$ cat src/rtl/sync_fifo_pkg.sv
// Shared definitions for the single-clock FIFO: address sizing, occupancy type
// and the read-mode encodings.
package sync_fifo_pkg;

  localparam int FWFT_OFF = 0;
  localparam int FWFT_ON  = 1;

  // Wide occupancy used when comparing against integer thresholds.
  typedef logic [31:0] count_t;

  function automatic int addr_width(input int entries);
    return (entries > 1) ? $clog2(entries) : 1;
  endfunction

endpackage

$ cat src/rtl/sfifo_ram.sv
// Storage array for sync_fifo_fwft: one synchronous write port and one
// asynchronous read port. Contents are deliberately not reset.
module sfifo_ram #(
  parameter int data_width = 8,
  parameter int depth      = 16,
  parameter int addr_w     = 4
) (
  input  logic                  clk,
  input  logic                  we,
  input  logic [addr_w-1:0]     waddr,
  input  logic [data_width-1:0] wdata,
  input  logic [addr_w-1:0]     raddr,
  output logic [data_width-1:0] rdata
);

  logic [data_width-1:0] mem [depth];

  always_ff @(posedge clk) begin
    if (we) mem[waddr] <= wdata;
  end

  assign rdata = mem[raddr];

endmodule

$ cat src/rtl/sync_fifo_fwft.sv
// Single-clock FIFO with selectable standard or first-word-fall-through read,
// occupancy count, threshold flags, flush and sticky error flags.
module sync_fifo_fwft
  import sync_fifo_pkg::*;
#(
  parameter int data_width = 8,
  parameter int depth      = 16,
  parameter int fwft       = 0,
  parameter int af_thresh  = 12,
  parameter int ae_thresh  = 2
) (
  input  logic                   clk,
  input  logic                   rst_n,
  input  logic                   w_en,
  input  logic [data_width-1:0]  data_in,
  input  logic                   r_en,
  input  logic                   flush,
  input  logic                   clr_err,
  output logic [data_width-1:0]  data_out,
  output logic                   full,
  output logic                   empty,
  output logic                   almost_full,
  output logic                   almost_empty,
  output logic [$clog2(depth):0] count,
  output logic                   overflow,
  output logic                   underflow
);

  localparam int AW = addr_width(depth);
  localparam int CW = AW + 1;
  localparam logic [CW-1:0] DEPTH_C = CW'(depth);

  logic [AW-1:0]         wptr_q, wptr_d;
  logic [AW-1:0]         rptr_q, rptr_d;
  logic [CW-1:0]         count_q, count_d;
  logic [data_width-1:0] dout_q, dout_d;
  logic                  ovf_q, ovf_d;
  logic                  unf_q, unf_d;
  logic [data_width-1:0] rd_data;
  logic                  wr_ok, rd_ok;

  sfifo_ram #(
    .data_width (data_width),
    .depth      (depth),
    .addr_w     (AW)
  ) u_ram (
    .clk   (clk),
    .we    (wr_ok && !flush),
    .waddr (wptr_q),
    .wdata (data_in),
    .raddr (rptr_q),
    .rdata (rd_data)
  );

  // Flags come only from the registered count, never from this cycle's requests.
  assign full         = (count_q == DEPTH_C);
  assign empty        = (count_q == '0);
  assign almost_full  = (count_t'(count_q) >= count_t'(af_thresh));
  assign almost_empty = (count_t'(count_q) <= count_t'(ae_thresh));
  assign count        = count_q;
  assign overflow     = ovf_q;
  assign underflow    = unf_q;

  assign wr_ok = w_en && !full;
  assign rd_ok = r_en && !empty;

  always_comb begin
    wptr_d  = wptr_q;
    rptr_d  = rptr_q;
    count_d = count_q;
    dout_d  = dout_q;
    ovf_d   = ovf_q;
    unf_d   = unf_q;
    if (flush) begin
      wptr_d  = '0;
      rptr_d  = '0;
      count_d = '0;
    end else begin
      if (wr_ok) wptr_d = wptr_q + 1'b1;
      if (rd_ok) rptr_d = rptr_q + 1'b1;
      if (wr_ok && !rd_ok)      count_d = count_q + 1'b1;
      else if (rd_ok && !wr_ok) count_d = count_q - 1'b1;
      if (rd_ok && fwft == FWFT_OFF) dout_d = rd_data;
    end
    // A fresh error in the same cycle as clr_err must win, so it is applied last.
    if (clr_err) begin
      ovf_d = 1'b0;
      unf_d = 1'b0;
    end
    if (!flush && w_en && full)  ovf_d = 1'b1;
    if (!flush && r_en && empty) unf_d = 1'b1;
  end

  always_ff @(posedge clk or negedge rst_n) begin
    if (!rst_n) begin
      wptr_q  <= '0;
      rptr_q  <= '0;
      count_q <= '0;
      dout_q  <= '0;
      ovf_q   <= 1'b0;
      unf_q   <= 1'b0;
    end else begin
      wptr_q  <= wptr_d;
      rptr_q  <= rptr_d;
      count_q <= count_d;
      dout_q  <= dout_d;
      ovf_q   <= ovf_d;
      unf_q   <= unf_d;
    end
  end

  // In FWFT mode the head word is shown directly, masked to zero while empty.
  assign data_out = (fwft == FWFT_ON) ? (empty ? '0 : rd_data) : dout_q;

endmodule
$ cat config.mk
export PLATFORM = sky130hd
export DESIGN_NAME = sync_fifo_fwft
export DESIGN_NICKNAME = d
export VERILOG_FILES = /design/src/rtl/sync_fifo_pkg.sv /design/src/rtl/sfifo_ram.sv /design/src/rtl/sync_fifo_fwft.sv
export SDC_FILE = /design/constraint.sdc
export NUM_CORES = 1
export LEC_CHECK = 0
export CORE_ASPECT_RATIO = 1.1
export CORE_MARGIN = 1
export CORE_UTILIZATION = 64
export DETAILED_ROUTE_END_ITERATION = 7
export GPL_TIMING_DRIVEN = 0
export HOLD_SLACK_MARGIN = 0.03
export PLACE_DENSITY = 0.83
export SLEW_MARGIN = 20
export SYNTH_ARGS = -nofsm -noshare
export SYNTH_HDL_FRONTEND = slang
export SYNTH_SLANG_ARGS = --single-unit
export TNS_END_PERCENT = 50
$ cat constraint.sdc
create_clock -name clk -period 4.67 [get_ports clk]
set_clock_uncertainty 0.15 [all_clocks]
set_input_delay 0.7005 -clock clk [delete_from_list [all_inputs] [get_ports clk]]
set_output_delay 0.7005 -clock clk [all_outputs]
set_load 0.02 [all_outputs]
==> results.md <==
- Status: finished, final reports clean
- Post-route minimum period: about 3.2 ns
- Post-Synthesis Cells: 333
- Critical Path RT: roughly 3.8 ns
- Pins Over Slew Limit: 0
- CP peak stage delay: 0.62 ns
- Critical path type: flop to primary output
- Via density: approximately 6.3
- Post-synthesis sequential area ratio: 0.713
- WL/cell: around 24 um
- Largest net degree at the start of global routing: 24
- Via count: about 3200
- Syn Area/Cell: ~19 um2
- FFs w/ async S/R, synth: 0.152
- CP Capture Type: primary output
- Total number of yosys warnings: 0
- CTS tree: built
- Fin Setup TNS: 0 ns
- Worst Tran Pin Value: 0.948 ns
- DRC viols: 0
- Fin nets: 410
- CTS clock-pin slew for the worst setup and hold paths: approximately 0.060 ns
- Final setup fails: 0
- Post_cts resized: 0
- Fmax: approximately 310 MHz
- Core ar.: around 9400 um2
- Multi-input gate area: 1680 um2
- Design Area, Final: ~7300 um2
- Cell Area, Synth: a little over 6000 um2
- Die W: between 90 and 100 um
- Post-synth EDFFs: between 100 and 150
- Worst vdd rail ir drop: approximately 0.36 mV
- WL final: 12200 um
- Rows: 37
- CP arrival: around 2.4 ns
- First-pass GRT wire length: between 15000 and 20000 um
- Critical path, cell by cell: or4_4 -> nor2_2 -> clkdlybuf4s50_1
- Worst Hold Class: flop to flop
- CP max FO: 8
- Top FF cell, synth: edfxtp_1
- Hold buffer count at cts: 0
- Post-DRT Antenna Nets: 0
- Number of fill cells: around 520
- Die Area: 10100 um2
- CTS Sinks: 151
- Initial core utilization: 0.660
- Postcts setup bufs: 0
- Clock Tree Root: clkbuf_8
- GPL Wtd Cong: ~0.72
- DRT iter0 DRCs: around 250
- CP bufs+invs: 1
- Global-route usage over all layers: 0.277
- Hpwl dp: approximately 8000 um
- MaxCap Viol Count: 0
- Area growth syn-to-layout: 17.6%
- Max-Slew Margin vs Limit: 0.366
- #FFs+latches synth: ~150
- CTS buffer count: 17
- Die outline height: 105 um
- Fin. Hold Viols: 0
- Area after DPL: ~6700 um2
- Total power: approximately 0.004 W
- Total gr overflow: 0
- Vias in the first global route: 3386
- I/O pins: 33
- RSZ-0062 raised after global routing: false
- Drt first pass iters: 6
- Syn Nets: around 360
- # H-tree levels: 4
- P per Cell Area: 536 nW/um2
- Worst setup SP type: flop
- Inserted Diodes: 0
- Initial antenna violation count: 0
- Hold WS: ~0.34 ns
- Share of cells above drive strength 1: 0.236
- Leak: 2.48 nW
- Period utilization: 0.685
- Clk_lat worst skew: about 0.53 ns
- Buffers on Ports: 32
- Maximum buffer depth of the clock tree: 2
- Synth cell types: 40
- Reg area: about 4400 um2
- Crit path max-delay family: simple AND/OR/NAND/NOR gates
- Critical-path top delay cell: or4_4
[per-layer routing]
| metal | share of wire | routed length, um | GRT usage |
|---|---|---|---|
| met1 | 0.38 | 4670 | 0.343 |
| met2 | 0.52 | 6380 | 0.448 |
| met3 | 0.066 | 800 | 0.0815 |
| met4 | 0.027 | 323 | 0.129 |
| met5 | 0 | 0 | 0 |
[synth_stat cells, types with 2 or more instances]
cell type / count / share of area
edfxtp_1: 128 / 0.62
mux4_2: 32 / 0.12
nor2_1: 25 / 0.015
dfrtp_1: 23 / 0.093
nand2_1: 20 / 0.012
mux2i_1: 18 / 0.029
ha_1: 9 / 0.018
o221ai_2: 8 / 0.019
clkbuf_1: 7 / 0.0042
buf_2: 6 / 0.0048
inv_1: 6 / 0.0036
nor3_1: 6 / 0.0048
nand2b_1: 5 / 0.0050
xnor2_1: 4 / 0.0057
xor2_1: 4 / 0.0057
a21o_1: 3 / 0.0036
a21oi_1: 3 / 0.0024
buf_4: 2 / 0.0024
buf_6: 2 / 0.0036
nand4_1: 2 / 0.0020
[through the flow]
stage          worst slack, ns  cells  utilization
5_1_grt                   1.29    516        0.776
6_report                  1.47    516        0.776
2_1_floorplan             1.70    333            -
4_1_cts                   1.43    515        0.776
3_3_place_gp              1.08    482        0.709
3_5_place_dp              1.19    483        0.712
[report_power, final]
group          internal (W)  leakage, nW  switching (W)
combinational      0.000440        0.745       0.000500
sequential          0.00155         1.45      0.0000671
clock              0.000818        0.279       0.000537
[logic make-up (layout without fill, tap and decap cells)]
logic type	after synthesis	in the layout	synth area share
flops	151	151	0.713
mux	50	50	0.145
simple gates	68	68	0.0509
fa+ha+maj	10	10	0.0214
compound gates	22	22	0.0369
buf+inv	23	89	0.0188
xor+xnor	9	9	0.0139
[state kept, by name, indices dropped and copies added (netlist names)]
name and flops:
wptr_q 4, u_ram.mem 128, data_out 8, count 5
overflow 1, rptr_q 4, underflow 1
[area by class of cell]
class	count	share of cell area
inverter	6	0.00309
clock inverter	14	0.0242
timing repair buffer	34	0.0456
clock buffer	18	0.0573
tap	117	0.0201
buffer	17	0.0129
multi-input combinational	159	0.231
sequential	151	0.606
[worst register-to-register path, stage by stage, from the launching register on]
cell and delay [ns]:
dfrtp_1 0.47, or4_4 0.62, o21ai_4 0.23, nand2_1 0.21, fa_1 0.46, a21o_1 0.20, a21o_1 0.18, and3_2 0.21
o21ai_0 0.15, nor3b_1 0.20
[layout by cell type (no fill, tap or decap), types with 2 or more instances in the layout]
cell type,count
mux4_2,32
xnor2_1,4
o221ai_2,8
dfrtp_1,23
clkinv_2,2
clkbuf_1,8
clkbuf_16,16
a21o_1,3
nor3_1,2
bufinv_16,3
inv_1,6
buf_4,3
nor2_1,25
edfxtp_1,128
mux2i_1,18
nand2b_1,5
xor2_1,4
nand2_1,20
clkinv_4,3
clkdlybuf4s50_1,31
buf_2,7
a21oi_1,3
nor3_2,5
nand4_1,2
clkinvlp_4,4
ha_1,9
buf_6,2
[final timing paths]
path,start,endpoint,slack (ns),cells past startpoint
setup / recovery,count[0],empty,1.47,3
hold / removal,data_out[7],data_out[7],0.34,2
setup reg to reg,count[0],count[4],1.51,9
hold reg to reg,data_out[7],data_out[7],0.34,2
max in group asynchronous,rst_n,data_out[0],3.46,2
min in group asynchronous,rst_n,count[0],0.54,2
Note: power is estimated with default switching activity, not from simulation.
